===== src/rtl/lut6_cfg_loader.sv =====
// Runtime-reloadable LUT6: a byte stream fills a shadow table, and a well-framed
// 8-byte load is committed atomically to the active table that drives o/o_q/lut_table.
module lut6_cfg_loader #(
  parameter logic [63:0] INIT = 64'h0000000000000000,
  parameter string       LOC  = "UNPLACED"
) (
  input  logic        clk,
  input  logic        rstn,
  input  logic [7:0]  cfg_data,
  input  logic        cfg_valid,
  input  logic        cfg_last,
  output logic        cfg_ready,
  output logic        cfg_done,
  output logic        cfg_err,
  input  logic [5:0]  adr,
  output logic        o,
  output logic        o_q,
  output logic [63:0] lut_table
);

  typedef enum logic [1:0] {
    IDLE   = 2'd0,
    LOAD   = 2'd1,
    COMMIT = 2'd2
  } state_t;

  state_t      state_r;
  state_t      state_nxt_s;
  logic [2:0]  k_r;
  logic [2:0]  k_nxt_s;
  logic [63:0] shadow_r;
  logic [63:0] active_r;
  logic        o_q_r;
  logic        done_r;
  logic        err_r;
  logic        accept_s;
  logic        wr_s;
  logic        err_s;
  logic        commit_s;
  logic        o_s;

  // Ready drops during the commit cycle and is forced low while reset is asserted.
  assign cfg_ready = rstn & (state_r != COMMIT);
  assign accept_s  = cfg_valid & cfg_ready;
  assign o_s       = active_r[adr];

  assign o         = o_s;
  assign o_q       = o_q_r;
  assign cfg_done  = done_r;
  assign cfg_err   = err_r;
  assign lut_table = active_r;

  // State register.
  always_ff @(posedge clk) begin
    if (!rstn) begin
      state_r <= IDLE;
    end else begin
      state_r <= state_nxt_s;
    end
  end

  // Next-state and framing decode; any framing error clears the byte counter.
  always_comb begin
    state_nxt_s = state_r;
    k_nxt_s     = k_r;
    wr_s        = 1'b0;
    err_s       = 1'b0;
    commit_s    = 1'b0;
    case (state_r)
      IDLE: begin
        if (accept_s) begin
          if (cfg_last) begin
            err_s   = 1'b1;
            k_nxt_s = 3'd0;
          end else begin
            wr_s        = 1'b1;
            k_nxt_s     = 3'd1;
            state_nxt_s = LOAD;
          end
        end else begin
          state_nxt_s = IDLE;
        end
      end
      LOAD: begin
        if (accept_s) begin
          if (k_r == 3'd7) begin
            if (cfg_last) begin
              wr_s        = 1'b1;
              k_nxt_s     = 3'd0;
              state_nxt_s = COMMIT;
            end else begin
              err_s       = 1'b1;
              k_nxt_s     = 3'd0;
              state_nxt_s = IDLE;
            end
          end else begin
            if (cfg_last) begin
              err_s       = 1'b1;
              k_nxt_s     = 3'd0;
              state_nxt_s = IDLE;
            end else begin
              wr_s    = 1'b1;
              k_nxt_s = k_r + 3'd1;
            end
          end
        end else begin
          state_nxt_s = LOAD;
        end
      end
      COMMIT: begin
        commit_s    = 1'b1;
        k_nxt_s     = 3'd0;
        state_nxt_s = IDLE;
      end
      default: begin
        k_nxt_s     = 3'd0;
        state_nxt_s = IDLE;
      end
    endcase
  end

  // Datapath: byte counter, shadow fill, atomic commit, status pulses, registered lookup.
  always_ff @(posedge clk) begin
    if (!rstn) begin
      k_r      <= 3'd0;
      shadow_r <= 64'd0;
      active_r <= INIT;
      o_q_r    <= INIT[0];
      done_r   <= 1'b0;
      err_r    <= 1'b0;
    end else begin
      k_r    <= k_nxt_s;
      o_q_r  <= o_s;
      done_r <= commit_s;
      err_r  <= err_s;
      if (wr_s) begin
        shadow_r[{k_r, 3'b000} +: 8] <= cfg_data;
      end
      if (commit_s) begin
        active_r <= shadow_r;
      end
    end
  end

endmodule


===== config.mk =====
export PLATFORM = sky130hd
export DESIGN_NAME = lut6_cfg_loader
export DESIGN_NICKNAME = d
export VERILOG_FILES = /design/src/rtl/lut6_cfg_loader.sv
export SDC_FILE = /design/constraint.sdc
export NUM_CORES = 1
export LEC_CHECK = 0
export CORE_MARGIN = 10
export CORE_UTILIZATION = 40
export CTS_CLUSTER_SIZE = 16
export DETAILED_ROUTE_END_ITERATION = 10
export PLACE_DENSITY = 0.64
export SYNTH_ARGS = -nofsm -noshare
export SYNTH_HDL_FRONTEND = slang
export SYNTH_SLANG_ARGS = --single-unit

===== constraint.sdc =====
create_clock -name clk -period 10.4 [get_ports clk]
set_clock_uncertainty 0.05 [all_clocks]
set_input_delay 3.12 -clock clk [delete_from_list [all_inputs] [get_ports clk]]
set_output_delay 3.12 -clock clk [all_outputs]
set_load 0.02 [all_outputs]

==> metrics.txt, run 1 <==
outcome=finished, final reports clean; # resized after CTS=0; nets@finish=556; met1 wire length=6539 um; worst hold margin=0.4151 ns; RSZ-0062 raised after global routing=false; Placer Congestion=0.8037; initial DRC count=339; remaining global-route overflow=0; hold buffers post-CTS=0; CTS sink cnt=136; initial antenna violation count=0; H-tree Lvls=4; Yosys Warn Count=0; max-slew violation count=0; most common cell after layout, fill and taps aside=dfxtp_1; FILL cells=1,125; largest net degree at the start of global routing=73; Initial Util=40.83%; layout cell share with drive strength beyond 1=10.29%; Final Cycle Share=88.83%; Leak=0.002644 uW; setup bufs post-CTS=0; Overall Global Routing Usage=15.82%; Num CTS Buffers=17; via count=3,818; maximum vdd drop=0.0001063 V; clk_lat worst skew=0.42 ns; first-pass GRT wire length=22,470 um; drt pass-1 iters=4; Worst-Margin Slew=0.8649 ns; P&R area growth vs syn=28.97%; Antenna Cells=0; Max Freq=108.2 MHz; number of global-route vias before repair=3,816; CP endpoint kind=output pin; Via density=5.303; metal2 WL=6760 um; synthesized flop and latch total=136; clk slew on worst S/H paths=0.05 ns; buffers added on ports=86; Tmin final=9.239 ns; final WL=14,490 um; Critical Path AT=6.07 ns; Worst Hold Class=flop to flop; final core utilization=52.66%; wire per inst=20.13 um; Top Layer Used=met4; Met3 Wirelength=1011 um; die width=136.0 um; row count=42; Netlist cell types=36; I/O pins=87; clock buffer depth=2; Syn Area/Cell=11.61 um^2; cells after synthesis=464; Max Cap Viol=0; total core area=13,190 um^2; post-synthesis instance area=5385 um^2; DIE HEIGHT=136.0 um; critical path type=input pin to output pin; DRC Markers=0; Final Hold Vio Count=0; CTS tree=done; Slew Limit Headroom=42.16%; hpwl dp=9794 um; Crit path required time=7.23 ns; PwrDens=169.7 nW/um^2; Setup crit start kind=input pin; root buf cell=clkbuf_16; post-synthesis sequential area ratio=50.56%; Fin Setup TNS=0 ns; Die ar.=18,500 um^2; Worst Path Max Fanout=16; final setup violating endpoints=0; Syn Nets=488; most frequent cells in the layout=dfxtp_1 (136), clkdlybuf4s50_1 (86), mux2i_1 (67), nor2b_1 (65), a22o_1 (64); remaining antenna violation count=0
-- worst paths after layout --
kind | start | end | slack, ns | cells past startpoint
max | adr[0] | o | 1.16 | 7
min | shadow_r[8]$_SDFFE_PN0P_ | lut_table[8]$_SDFFE_PN0P_ | 0.42 | 1
max reg2reg | k_r[0]$_SDFFE_PN0P_ | shadow_r[49]$_SDFFE_PN0P_ | 7.13 | 8
min reg2reg | shadow_r[8]$_SDFFE_PN0P_ | lut_table[8]$_SDFFE_PN0P_ | 0.42 | 1
-- through the flow --
stage                     setup slack, ns  std cells  instance area [um^2]  total power, uW
after floorplan                     2.459        464                  5385            566.2
after global placement              1.314        689                  6347            585.1
after detailed placement            1.179        689                  6347            585.8
after CTS                           1.180        720                  6945             1187
after global routing               0.9186        720                  6945             1217
final                               1.161        720                  6945             1179
-- worst max-delay path, stage by stage --
cell             delay [ns]
clkdlybuf4s50_1        1.04
mux4_2                 0.61
mux2i_1                0.16
o21ai_0                0.10
a31oi_1                0.26
o21ai_0                0.19
clkdlybuf4s50_1        0.59
-- report_power, final --
group / switching, uW / total (uW) / internal (uW) / leakage, uW
Clock: 211 / 604 / 393 / 0.000289
Combinational: 29.7 / 49.8 / 20.0 / 0.00126
Sequential: 1.67 / 525 / 523 / 0.00110
-- cell usage after synthesis, drive strengths merged --
cell type	instances	area [um^2]
a31oi	2	12.51
o2111ai	1	8.760
o21ai	4	20.02
nand4b	1	8.760
a22oi	2	15.01
o211ai	2	15.01
clkbuf	27	101.4
nand2b	2	12.51
nand3b	6	45.04
ha	6	75.07
buf	13	52.55
nand2	8	30.03
or3b	1	11.26
mux2	2	26.27
nor4	2	33.78
and3	1	6.260
a21oi	2	10.01
dfxtp	136	2723
a221oi	1	8.760
mux4	15	337.8
a22o	64	560.5
nor3	3	26.28
inv	4	15.01
a21boi	6	45.04
mux2i	67	670.6
nor2b	65	406.6
nor3b	1	7.510
nand4	6	37.54
nand3	4	20.02
or2	1	6.260
nor2	9	36.29
-- cell families after synthesis --
logic type | synth area share (%)
compound gates | 12.92
fa+ha+maj | 1.394
buf+inv | 3.137
flops | 50.56
mux | 19.21
simple gates | 12.78
-- layout make-up --
cell class	instances	area, um^2	share of cell area, %
timing repair buffer	89	883.3	12.72
clock inverter	8	120.1	1.729
multi-input combinational	284	2506	36.08
clock buffer	23	478.0	6.882
inverter	4	15.01	0.2162
sequential	136	2723	39.20
tap	176	220.2	3.171
-- flip-flops by register name, indices dropped and copies added, names as in the netlist --
register / flops
cfg_done: 1
cfg_err: 1
k_r: 3
lut_table: 64
o_q: 1
shadow_r: 64
state_r: 2
-- routing by layer --
metal / vias up / global-route usage, %
li1: 1828 / -
met1: 1874 / 20.26
met2: 102 / 24.46
met3: 14 / 4.834
met4: 0 / 6.036
met5: - / 0
No activity file was read; power rests on OpenSTA's default activity.
==> inputs of run 2 (changes only) <==
--- a/config.mk
+++ b/config.mk
@@ -7,6 +7,7 @@
 export LEC_CHECK = 0
 export CORE_MARGIN = 10
 export CORE_UTILIZATION = 40
+export CTS_BUF_LIST = sky130_fd_sc_hd__clkbuf_8
 export CTS_CLUSTER_SIZE = 16
 export DETAILED_ROUTE_END_ITERATION = 10
 export PLACE_DENSITY = 0.64
==> metrics.txt, run 2 (synthesis gave the netlist of run 1 again) <==
remaining global-route overflow=0 (unchanged); final cell count without fillers=720 (unchanged); buffers added on ports=86 (unchanged); CP endpoint kind=output pin; DIE HEIGHT=136.0 um (unchanged); clk slew on worst S/H paths=0.06 ns (about the same); Num CTS Buffers=17 (unchanged); DRC Markers=0 (unchanged); Max Cap Viol=0 (unchanged); first-pass GRT wire length=22,390 um (-0.34%); Tmin final=9.222 ns (-0.01686 ns); # resized after CTS=0 (unchanged); initial antenna violation count=0 (unchanged); most common cell after layout, fill and taps aside=dfxtp_1; maximum vdd drop=0.00006021 V (-43%); Worst Hold Class=flop to flop; PwrDens=150.8 nW/um^2 (-11%); I/O pins=87 (unchanged); die width=136.0 um (unchanged); CTS sink cnt=136 (unchanged); Int Pwr=793.3 uW (-15%); largest net degree at the start of global routing=73 (unchanged); Worst-Margin Slew=0.8617 ns (-0.003154 ns); Fin Setup TNS=0 ns (unchanged); Slew Limit Headroom=42.37% (+0.21 points); number of global-route vias before repair=3,817 (+0.026%); hpwl dp=9794 um (unchanged); clock buffer depth=2 (unchanged); RSZ-0062 raised after global routing=false; H-tree Lvls=4 (unchanged); hold buffers post-CTS=0 (unchanged); GR Util met1=20.08% (-0.18 points); wire per inst=20.04 um (-0.43%); FILL cells=1,141 (+1.4%); max-slew violation count=0 (unchanged); r2r startpoint=k_r[0]$_SDFFE_PN0P_; root buf cell=clkbuf_8; Overall Global Routing Usage=15.75% (-0.069 points); Comb pwr share=4.9% (+0.7 points); Antenna Cells=0 (unchanged); nets@finish=556 (unchanged); final core utilization=51.20% (-1.5 points); Placer Congestion=0.8037 (unchanged); GRT met2 Usage=24.19% (-0.27 points); final WL=14,430 um (-0.43%); Initial Util=40.83% (unchanged); layout cell share with drive strength beyond 1=10.29% (unchanged); sequential share of power=51.5% (+7.0 points); Final Cycle Share=88.67% (-0.16 points); multi-input logic area=2506 um^2 (unchanged); drt pass-1 iters=5 (+1); row count=42 (unchanged); launch point of the worst path=adr[0]; remaining antenna violation count=0 (unchanged); most frequent cells in the layout=dfxtp_1 (136), clkdlybuf4s50_1 (86), mux2i_1 (67), nor2b_1 (65), a22o_1 (64); initial DRC count=342 (+0.88%); switching power total=224.9 uW (-7.2%); final setup violating endpoints=0 (unchanged); P&R area growth vs syn=25.42%; Reg area=2723 um^2 (unchanged); dpl cells=689 (unchanged); Worst Path Max Fanout=16 (unchanged); Setup crit start kind=input pin; total core area=13,190 um^2 (unchanged); Top Usage Layer GRT=met2; clk_lat worst skew=0.44 ns (+0.02 ns); outcome=finished, final reports clean; Final Hold Vio Count=0 (unchanged); via count=3,814 (-0.10%); switch share=22.09% (+1.5 points); Via density=5.297 (-0.10%); clock power share=43.6% (-7.6 points); CTS tree=done; Critical Path AT=6.05 ns (-0.02 ns); Leak=0.002569 uW (-2.8%); hold wc startpoint=shadow_r[8]$_SDFFE_PN0P_; setup bufs post-CTS=0 (unchanged); critical path type=input pin to output pin; Crit path required time=7.23 ns (about the same); Max Freq=108.4 MHz (+0.18%); met3 GRT Util=5.055% (+0.22 points); Die ar.=18,500 um^2 (unchanged)
run 2: cell count changes in the layout (fill, tap and decap cells not counted):
cell,change
inv_1,+3
clkbuf_8,+17
clkbuf_16,-17
clkbuf_1,-3
run 2: cell type report:
class | count | share of cell area [%]
inverter | 4 | 0.2223
tap | 176 | 3.260
clock inverter | 11 | 1.945
sequential | 136 | 40.31
timing repair buffer | 89 | 13.08
clock buffer | 20 | 4.076
multi-input combinational | 284 | 37.11
run 2: stage by stage:
stage / power (uW) / cell area [um^2] / worst slack (ns) / hold slack [ns]
2_1_floorplan: 566.2 / 5385 / 2.459 / 0.3907
3_3_place_gp: 585.1 / 6347 / 1.314 / 0.3958
3_5_place_dp: 585.8 / 6347 / 1.179 / 0.4022
4_1_cts: 1026 / 6754 / 1.180 / 0.4189
5_1_grt: 1054 / 6754 / 0.9181 / 0.4351
6_report: 1018 / 6754 / 1.178 / 0.4168
run 2: routing by layer:
metal	routed length, um	up-vias	part of all wire [%]
met5	0	-	0
met3	962	27	6.7
met1	6577	1859	46
li1	-	1822	-
met4	305	0	2.1
met2	6586	106	46
run 2: path summary, 6_finish.rpt:
kind	endpoint	slack, ns	cells after the start
setup / recovery	o	1.18	7
hold / removal	lut_table[8]$_SDFFE_PN0P_	0.42	1
setup reg to reg	shadow_r[53]$_SDFFE_PN0P_	7.13	8
hold reg to reg	lut_table[8]$_SDFFE_PN0P_	0.42	1
run 2: power groups by stage:
stage | Sequential (uW) | Combinational, uW | Clock [uW]
floorplan | 536 | 30.3 | 0
global placement | 536 | 49.1 | 0
detailed placement | 536 | 49.7 | 0
CTS | 524 | 49.9 | 452
global route | 524 | 53.0 | 477
finish | 524 | 49.8 | 444
run 2: worst max-delay path, stage by stage:
cell and delay, ns:
clkdlybuf4s50_1 1.04, mux4_2 0.61, mux2i_1 0.17, o21ai_0 0.10, a31oi_1 0.25, o21ai_0 0.18, clkdlybuf4s50_1 0.58
==> inputs of run 3 (changes only) <==
--- a/config.mk
+++ b/config.mk
@@ -11,6 +11,7 @@
 export CTS_CLUSTER_SIZE = 16
 export DETAILED_ROUTE_END_ITERATION = 10
 export PLACE_DENSITY = 0.64
+export SLEW_MARGIN = 20
 export SYNTH_ARGS = -nofsm -noshare
 export SYNTH_HDL_FRONTEND = slang
 export SYNTH_SLANG_ARGS = --single-unit
==> results of run 3 <==
Same layout as run 2: the final DEF is identical, and so are final timing and power.
